===== config.mk =====
export PLATFORM = sky130hd
export DESIGN_NAME = decrypt_controller
export DESIGN_NICKNAME = d
export VERILOG_FILES = /design/src/rtl/decrypt_pkg.sv /design/src/rtl/decrypt_mac.sv /design/src/rtl/decrypt_controller.sv
export SDC_FILE = /design/constraint.sdc
export NUM_CORES = 1
export LEC_CHECK = 0
export CAP_MARGIN = 10
export CORE_MARGIN = 2
export CORE_UTILIZATION = 55
export CTS_BUF_LIST = sky130_fd_sc_hd__clkbuf_2 sky130_fd_sc_hd__clkbuf_4 sky130_fd_sc_hd__clkbuf_8
export CTS_CLUSTER_SIZE = 20
export DETAILED_ROUTE_END_ITERATION = 6
export GPL_TIMING_DRIVEN = 0
export PLACE_DENSITY = 0.83
export SLEW_MARGIN = 20
export SYNTH_ARGS = -nofsm -noshare
export SYNTH_HDL_FRONTEND = slang
export SYNTH_SLANG_ARGS = --single-unit
export TNS_END_PERCENT = 20

===== constraint.sdc =====
create_clock -name clk -period 12.55 [get_ports clk]
set_input_delay 3.1375 -clock clk [delete_from_list [all_inputs] [get_ports clk]]
set_output_delay 3.1375 -clock clk [all_outputs]
set_load 0.05 [all_outputs]

===== src/rtl/decrypt_pkg.sv =====
// Shared definitions for the LWE decrypt controller.
//
// Holds the controller state encoding, the default LWE parameter set, the
// rounding constants that map a mod-q accumulator onto a mod-p plaintext,
// and helpers that size index/address fields from the dimension.
package decrypt_pkg;

    // Default parameter set: p = 2^6, q = 2^10, n = 10.
    localparam int DEF_PLAINTEXT_WIDTH  = 6;
    localparam int DEF_CIPHERTEXT_WIDTH = 10;
    localparam int DEF_DIMENSION        = 10;

    // Rounding maps an acc in [0, q) onto round(acc * p / q) mod p.
    // Shifting by CW-PW divides by q/p; adding half of that step first rounds.
    function automatic int round_shift(input int cw, input int pw);
        return cw - pw;
    endfunction

    function automatic int round_half(input int cw, input int pw);
        return 1 << (cw - pw - 1);
    endfunction

    localparam int ROUND_SHIFT = round_shift(DEF_CIPHERTEXT_WIDTH, DEF_PLAINTEXT_WIDTH);
    localparam int ROUND_HALF  = round_half(DEF_CIPHERTEXT_WIDTH, DEF_PLAINTEXT_WIDTH);

    // Width of a field able to index n distinct entries (at least 1 bit).
    function automatic int idx_width(input int n);
        return (n > 1) ? $clog2(n) : 1;
    endfunction

    typedef enum logic [2:0] {
        IDLE  = 3'd0,
        FETCH = 3'd1,
        DRAIN = 3'd2,
        ROUND = 3'd3,
        OUT   = 3'd4
    } state_e;

endpackage


===== src/rtl/decrypt_mac.sv =====
// Mod-q accumulator for b - <a,s>.
//
// Each returned memory beat is either a (a_i, s_i) pair, which is multiplied
// and subtracted, or the b term (tag == DIMENSION), which is added. All
// arithmetic is on CW-bit unsigned residues, so wrap-around is exactly mod q.
//
// Ports:
//   clk, rst   clock, synchronous active-high reset
//   clear_i    zero the accumulator (start of a new decryption)
//   valid_i    a memory beat is present on ct_data_i / sk_data_i
//   tag_i      index the beat was issued for
//   ct_data_i  ciphertext entry (a_i or b)
//   sk_data_i  key entry s_i (ignored for the b beat)
//   acc_o      current accumulator value
module decrypt_mac
    import decrypt_pkg::*;
#(
    parameter int CIPHERTEXT_WIDTH = DEF_CIPHERTEXT_WIDTH,
    parameter int DIMENSION        = DEF_DIMENSION,
    parameter int IDX_WIDTH        = idx_width(DEF_DIMENSION + 1)
) (
    input  logic                        clk,
    input  logic                        rst,
    input  logic                        clear_i,
    input  logic                        valid_i,
    input  logic [IDX_WIDTH-1:0]        tag_i,
    input  logic [CIPHERTEXT_WIDTH-1:0] ct_data_i,
    input  logic [CIPHERTEXT_WIDTH-1:0] sk_data_i,
    output logic [CIPHERTEXT_WIDTH-1:0] acc_o
);

    localparam logic [IDX_WIDTH-1:0] B_TAG = IDX_WIDTH'(DIMENSION);

    logic [CIPHERTEXT_WIDTH-1:0] acc_q, acc_d;
    logic [CIPHERTEXT_WIDTH-1:0] prod_lo;

    // Only the low CW bits of a_i * s_i matter mod q.
    assign prod_lo = ct_data_i * sk_data_i;

    always_comb begin
        acc_d = acc_q;
        if (clear_i) begin
            acc_d = '0;
        end else if (valid_i) begin
            if (tag_i == B_TAG) begin
                acc_d = acc_q + ct_data_i;
            end else begin
                acc_d = acc_q - prod_lo;
            end
        end
    end

    always_ff @(posedge clk) begin
        if (rst) begin
            acc_q <= '0;
        end else begin
            acc_q <= acc_d;
        end
    end

    assign acc_o = acc_q;

endmodule


===== src/rtl/decrypt_controller.sv =====
// LWE decryption sequencer.
//
// One start request walks ciphertext index 0..DIMENSION (key index
// 0..DIMENSION-1) through the single-port memories, accumulates
// b - <a,s> mod q, rounds the sum to a plaintext mod p and presents it on
// a valid/ready output.
//
// Handshake: result is offered with result_valid high and held stable until
// the cycle result_ready is also high; that cycle completes the transfer and
// the block returns to IDLE. start is only looked at in IDLE, so requests
// while busy (including the handshake cycle) are dropped.
//
// Ports:
//   clk, rst            clock, synchronous active-high reset
//   start               request one decryption
//   busy                high whenever not IDLE
//   sk_rd_en/sk_addr    key memory read port, data on sk_rd_data next cycle
//   ct_rd_en/ct_addr    ciphertext memory read port, data on ct_rd_data next cycle
//   result              decrypted plaintext
//   result_valid/ready  output handshake
module decrypt_controller
    import decrypt_pkg::*;
#(
    parameter int PLAINTEXT_MODULUS  = 64,
    parameter int PLAINTEXT_WIDTH    = DEF_PLAINTEXT_WIDTH,
    parameter int CIPHERTEXT_MODULUS = 1024,
    parameter int CIPHERTEXT_WIDTH   = DEF_CIPHERTEXT_WIDTH,
    parameter int DIMENSION          = DEF_DIMENSION
) (
    input  logic                               clk,
    input  logic                               rst,
    input  logic                               start,
    output logic                               busy,
    output logic                               sk_rd_en,
    output logic [$clog2(DIMENSION)-1:0]       sk_addr,
    input  logic [CIPHERTEXT_WIDTH-1:0]        sk_rd_data,
    output logic                               ct_rd_en,
    output logic [$clog2(DIMENSION+1)-1:0]     ct_addr,
    input  logic [CIPHERTEXT_WIDTH-1:0]        ct_rd_data,
    output logic [PLAINTEXT_WIDTH-1:0]         result,
    output logic                               result_valid,
    input  logic                               result_ready
);

    localparam int IW    = $clog2(DIMENSION + 1);
    localparam int SKW   = $clog2(DIMENSION);
    localparam int SHIFT = round_shift(CIPHERTEXT_WIDTH, PLAINTEXT_WIDTH);

    localparam logic [IW-1:0]               LAST_IDX = IW'(DIMENSION);
    localparam logic [CIPHERTEXT_WIDTH-1:0] HALF_C   =
        CIPHERTEXT_WIDTH'(round_half(CIPHERTEXT_WIDTH, PLAINTEXT_WIDTH));

    state_e                      state_q, state_d;
    logic [IW-1:0]               index_q, index_d;
    logic [PLAINTEXT_WIDTH-1:0]  result_q, result_d;
    logic                        beat_valid_q, beat_valid_d;
    logic [IW-1:0]               beat_tag_q, beat_tag_d;
    logic                        acc_clear;
    logic [CIPHERTEXT_WIDTH-1:0] acc;

    always_comb begin
        state_d      = state_q;
        index_d      = index_q;
        result_d     = result_q;
        acc_clear    = 1'b0;
        busy         = 1'b1;
        sk_rd_en     = 1'b0;
        sk_addr      = '0;
        ct_rd_en     = 1'b0;
        ct_addr      = '0;
        result_valid = 1'b0;
        // A read issued this cycle comes back next cycle, tagged with its index.
        beat_valid_d = 1'b0;
        beat_tag_d   = index_q;

        unique case (state_q)
            IDLE: begin
                busy = 1'b0;
                if (start) begin
                    state_d   = FETCH;
                    index_d   = '0;
                    acc_clear = 1'b1;
                end
            end
            FETCH: begin
                ct_rd_en     = 1'b1;
                ct_addr      = index_q;
                beat_valid_d = 1'b1;
                // The key has no entry at index n; that read fetches b only.
                if (index_q < LAST_IDX) begin
                    sk_rd_en = 1'b1;
                    sk_addr  = index_q[SKW-1:0];
                end
                index_d = index_q + IW'(1);
                if (index_q == LAST_IDX) begin
                    state_d = DRAIN;
                end
            end
            DRAIN: begin
                // The b beat lands in the accumulator at the end of this cycle.
                state_d = ROUND;
            end
            ROUND: begin
                // Sum is taken mod q, so the top-end round wraps to plaintext 0.
                result_d = PLAINTEXT_WIDTH'((acc + HALF_C) >> SHIFT);
                state_d  = OUT;
            end
            OUT: begin
                result_valid = 1'b1;
                if (result_ready) begin
                    state_d = IDLE;
                end
            end
            default: begin
                state_d = IDLE;
            end
        endcase
    end

    always_ff @(posedge clk) begin
        if (rst) begin
            state_q      <= IDLE;
            index_q      <= '0;
            result_q     <= '0;
            beat_valid_q <= 1'b0;
            beat_tag_q   <= '0;
        end else begin
            state_q      <= state_d;
            index_q      <= index_d;
            result_q     <= result_d;
            beat_valid_q <= beat_valid_d;
            beat_tag_q   <= beat_tag_d;
        end
    end

    assign result = result_q;

    decrypt_mac #(
        .CIPHERTEXT_WIDTH (CIPHERTEXT_WIDTH),
        .DIMENSION        (DIMENSION),
        .IDX_WIDTH        (IW)
    ) u_mac (
        .clk       (clk),
        .rst       (rst),
        .clear_i   (acc_clear),
        .valid_i   (beat_valid_q),
        .tag_i     (beat_tag_q),
        .ct_data_i (ct_rd_data),
        .sk_data_i (sk_rd_data),
        .acc_o     (acc)
    );

endmodule


# [After elaboration in Yosys (flattened, before gate mapping)]
# Index checks and enable logic that the tools add are counted.
[op_classes] addsub=4 n_mul=1 order_cmp=1 n_eq_ne=9 n_mux=17 n_reduce_logical=5
[op_table] operator="$mux W4" n=4
[op_table] operator="$pmux W3 S5" n=1
[op_table] operator="$add A10 B10 Y10" n=1
[op_table] operator="$add A10 B4 Y10 const B" n=1
[op_table] operator="$mul A10 B10 Y10" n=1
[op_table] operator="$mux W10" n=1
[op_table] operator="$sub A10 B10 Y10" n=1
[op_table] operator="$mux W3" n=3
[op_table] operator="$eq A4 B4 Y1 const B" n=2
[op_table] operator="$pmux W4 S2" n=1
[op_table] operator="$mux W1" n=7
[op_table] operator="$eq A3 B2 Y1 const B" n=2
[op_table] operator="$ne A2 B2 Y1 const B" n=3
[op_table] operator="$add A4 B1 Y4 const B" n=1
[op_table] operator="$lt A4 B4 Y1 const B" n=1
[op_table] operator="$eq A3 B1 Y1 const B" n=1
[op_table] operator="$eq A3 B3 Y1 const B" n=1
[op_table] operator="$logic_not A3 Y1" n=1
[op_table] operator="$reduce_and A3 Y1" n=1
[op_table] operator="$reduce_and A2 Y1" n=1
[op_table] operator="$reduce_bool A2 Y1" n=1
[op_table] operator="$reduce_or A2 Y1" n=1
[totals] ff_bits=28 inputBits=24 word_cells=43

# [Logic depth before layout (Yosys ltp)]
[logic_depth] ltp_word=3 mapped_depth=18 ltp_nobuf=18

# [Cells and area by module]
# Synthesis repeated with hierarchy kept, for this count alone.
[unflattened] cells_unflattened=429 area_unflattened_um2=3669.8
[by_module_without_submodules] mod="decrypt_mac" instances=1 cells_per_inst=327 area_per_inst_um2=2787.7
[by_module_without_submodules] mod="decrypt_controller" instances=1 cells_per_inst=102 area_per_inst_um2=882.1

# [Worst setup path before layout]
# Ideal clock, no wire load.
[synth_timing] path_kind="input -> register" startpoint="in ct_rd_data[5]" endpoint="reg u_mac.acc_q[9] (netlist: u_mac.acc_o[9])" arrival_time_ps=7385 required_ps=12431 path_slack_ps=5046 path_stages=15 path_buffers=0 path_cell_list="and2_1 -> fa_1 -> inv_1 -> fa_1 -> inv_1 -> fa_1 -> fa_1 -> fa_1 -> xor2_1 -> xnor3_1 -> xnor3_1 -> xnor3_1 -> xnor2_1 -> a31oi_1 -> a21oi_1"
[synth_via] elab_chain_len=3
[synth_rtl] item="from (decl)" line_no="decrypt_controller.sv:39" source="input logic [CIPHERTEXT_WIDTH-1:0] ct_rd_data,"
[synth_rtl] item="$mul A10 B10 Y10" line_no="decrypt_mac.sv:38" source="assign prod_lo = ct_data_i * sk_data_i;"
[synth_rtl] item="$sub A10 B10 Y10" line_no="decrypt_mac.sv:48" source="acc_d = acc_q - prod_lo;"
[synth_rtl] item="$mux W10 (*)" line_no="decrypt_mac.sv:45" source="if (tag_i == B_TAG) begin"
[synth_rtl] item="to (signal assigned)" line_no="decrypt_mac.sv:55" source="acc_q <= '0;"
[synth_rtl] item="to (signal assigned)" line_no="decrypt_mac.sv:57" source="acc_q <= acc_d;"
[synth_rtl] item="to (decl)" line_no="decrypt_mac.sv:34" source="logic [CIPHERTEXT_WIDTH-1:0] acc_q, acc_d;"
# Every way passes the cells marked *; elsewhere a longest branch is shown, timed or not.
# A chain may end at the register's enable or synchronous reset.

# [Worst setup path in the final report]
[layout_timing] startpoint="in sk_rd_data[1]" endpoint="reg u_mac.acc_q[9] (netlist: u_mac.acc_o[9])"
[layout_via] elab_chain_len=3
[layout_rtl] item="from (decl)" line_no="decrypt_controller.sv:36" source="input logic [CIPHERTEXT_WIDTH-1:0] sk_rd_data,"
[layout_rtl] item="$mul A10 B10 Y10" line_no="decrypt_mac.sv:38"
[layout_rtl] item="$sub A10 B10 Y10" line_no="decrypt_mac.sv:48"
[layout_rtl] item="$mux W10" line_no="decrypt_mac.sv:45"
# Every way passes these cells.

==> run metrics <==
VDD IR max between 0.0001 and 0.00015 V; Pwr Total between 0.5 and 0.6 mW; syn_nets ~520; PostCTS Resize Cnt 0; unrepaired setup endpoints after global routing false; top area cells in the synthesized netlist fa_1, dfxtp_1, ha_1; row cnt 29; Die Y 85 um; MaxCap Viol Count 0; R2R Setup Slk just over 8 ns; Starting Density 0.568; largest net degree at the start of global routing 15; Synth top area share 0.183; P&R area growth vs syn 14.9%; final setup violation count 0; fmax between 0.1 and 0.15 GHz; DR vias 2906; DIE AREA around 7200 um^2; cell count after synthesis roughly 430; post-DP HPWL a little over 6 mm; Synth Warn # 0; DP Cell Count about 540; Routed WL about 7.5 mm; register bit total from synthesis 28; Tot GR Track Use 0.218; min-delay worst type reg -> reg; final worst path period share 0.646; Synth cell types 41; core region area ~6300 um^2; critical-path maximum fanout 9; Worst-path clk slew 0.09 ns; crit path DAT between 8 and 9 ns; vias per cell 5.33; Leak Pwr 1.86 nW; setup tns final 0 ns; Final Max Slew Viols 0; asr flop ratio synth 0; vias in the first global route between 2000 and 3000; IO Port Bufs 40; clock sinks 28; routed len/inst 13.8 um; CTS root buf clkbuf_8; status complete, no violations; Longest Clk Path Bufs 2; drt pass-1 iters 4; Rel. slew slack 0.675; Tmin final ~8.1 ns; final count of hold timing violations 0; share of layout cells above drive strength 1 0.0214; Slew @ Worst Pin about 0.47 ns; Routed Antenna Nets 0; I/O pins 42; power density cells 139 nW/um^2; fin nets about 570; Post-synth EDFFs 0; grt total ovfl 0; residual DRC count 0; top_reg_cell synth dfxtp_1; fillers 545; clock latency on the worst-skew pair approximately 0.27 ns; TritonCTS buffer count 3; Post-Layout Cell Count between 500 and 600; Worst Path Required approximately 13 ns; CTS Hold Bufs 0; Layout Skew ~0.0067 ns; synthesized cell area between 3000 and 4000 um^2; Setup CP Type in -> reg; TritonCTS clock tree built; post-CTS setup buffers 0; n_diodes 0; first-pass GRT wire length approximately 13 mm; most frequent cells after synthesis inv_1, and2_1, ha_1; Crit. End Element flop; htree depth 1; Die X about 85 um; dominant cell type by area after synthesis fa_1; initial antenna violation count 0; most frequent cell after synthesis inv_1; Placer Congestion between 0.8 and 0.9; mean area per synthesized cell around 8.5 um^2; startpoint class of the critical path input port; 1st-iter DRT viols just over 90; post-synthesis sequential area ratio 0.155
[final cells by class]
cell class / count / area (um^2) / share of cell area
clock buffer: 3 / 41.3 / 0.00996
tap: 77 / 96.3 / 0.0232
sequential: 28 / 561 / 0.135
inverter: 60 / 225 / 0.0543
multi-input combinational: 328 / 2770 / 0.667
buffer: 9 / 56.3 / 0.0136
timing repair buffer: 40 / 400 / 0.0966
[layer usage]
layer,track usage,vias up,part of all wire
met5,0,-,0
met4,0.0332,0,0.011
met3,0.0253,10,0.027
met2,0.393,50,0.50
met1,0.288,1373,0.46
li1,-,1473,-
[final timing paths]
check | start | endpoint | cells after the start
max | sk_rd_data[1] | u_mac.acc_o[9]$_SDFFE_PP0P_ | 16
min | result[1]$_SDFFE_PP0P_ | result[1]$_SDFFE_PP0P_ | 2
max reg2reg | u_mac.acc_o[3]$_SDFFE_PP0P_ | u_mac.acc_o[8]$_SDFFE_PP0P_ | 13
min reg2reg | result[1]$_SDFFE_PP0P_ | result[1]$_SDFFE_PP0P_ | 2
[worst max-delay path, cell delays in order]
cell and delay [ns]:
clkdlybuf4s50_1 0.59, and2_1 0.25, fa_1 0.47, inv_1 0.05, fa_1 0.49, inv_1 0.05, fa_1 0.49, fa_1 0.54
fa_1 0.48, xor2_1 0.21, xnor3_1 0.34, xnor3_1 0.37, xnor3_1 0.42, xnor2_1 0.14, a31oi_1 0.17, a21oi_1 0.08
[where the power goes]
group	internal, mW	total (mW)	switching, mW
Combinational	0.212	0.429	0.216
Clock	0.0215	0.0470	0.0255
Sequential	0.0928	0.0986	0.00586
[kinds of logic after synthesis]
family          Yosys count  synth area share
mux                       7            0.0201
fa+ha+maj                75             0.329
buf+inv                  69            0.0780
compound gates           60             0.104
flops                    28             0.155
xor+xnor                 33            0.0915
simple gates            153             0.222
[sequential cells by signal (all words and copies together) (netlist names)]
name,cells
beat_valid_q,1
result,6
state_q,3
u_mac.acc_o,10
beat_tag_d,4
beat_tag_q,4
[metrics by stage]
step | hold WS [ns] | setup WS (ns) | area, um^2 | utilization
floorplan | 0.475 | 5.05 | 3610 | -
global placement | 0.490 | 4.21 | 4110 | 0.647
detailed placement | 0.490 | 4.15 | 4110 | 0.647
CTS | 0.507 | 4.43 | 4150 | 0.653
global route | 0.541 | 4.24 | 4150 | 0.653
finish | 0.502 | 4.44 | 4150 | 0.653
[layout by cell type, fill, tap and decap left out, types with 4 or more instances in the layout]
| cell | instances |
|---|---|
| mux2i_1 | 5 |
| dfxtp_1 | 28 |
| nor2b_1 | 8 |
| xnor2_1 | 23 |
| and2_1 | 45 |
| nor3_1 | 8 |
| inv_1 | 60 |
| xor2_1 | 7 |
| a211oi_1 | 9 |
| fa_1 | 33 |
| nor2_1 | 32 |
| nand3b_1 | 4 |
| ha_1 | 42 |
| and3_1 | 5 |
| clkdlybuf4s50_1 | 40 |
| o21ai_0 | 14 |
| o21a_1 | 6 |
| nand3_1 | 7 |
| a21oi_1 | 15 |
| nand2_1 | 31 |
| clkbuf_1 | 6 |
Note: power is estimated with default switching activity, not from simulation.
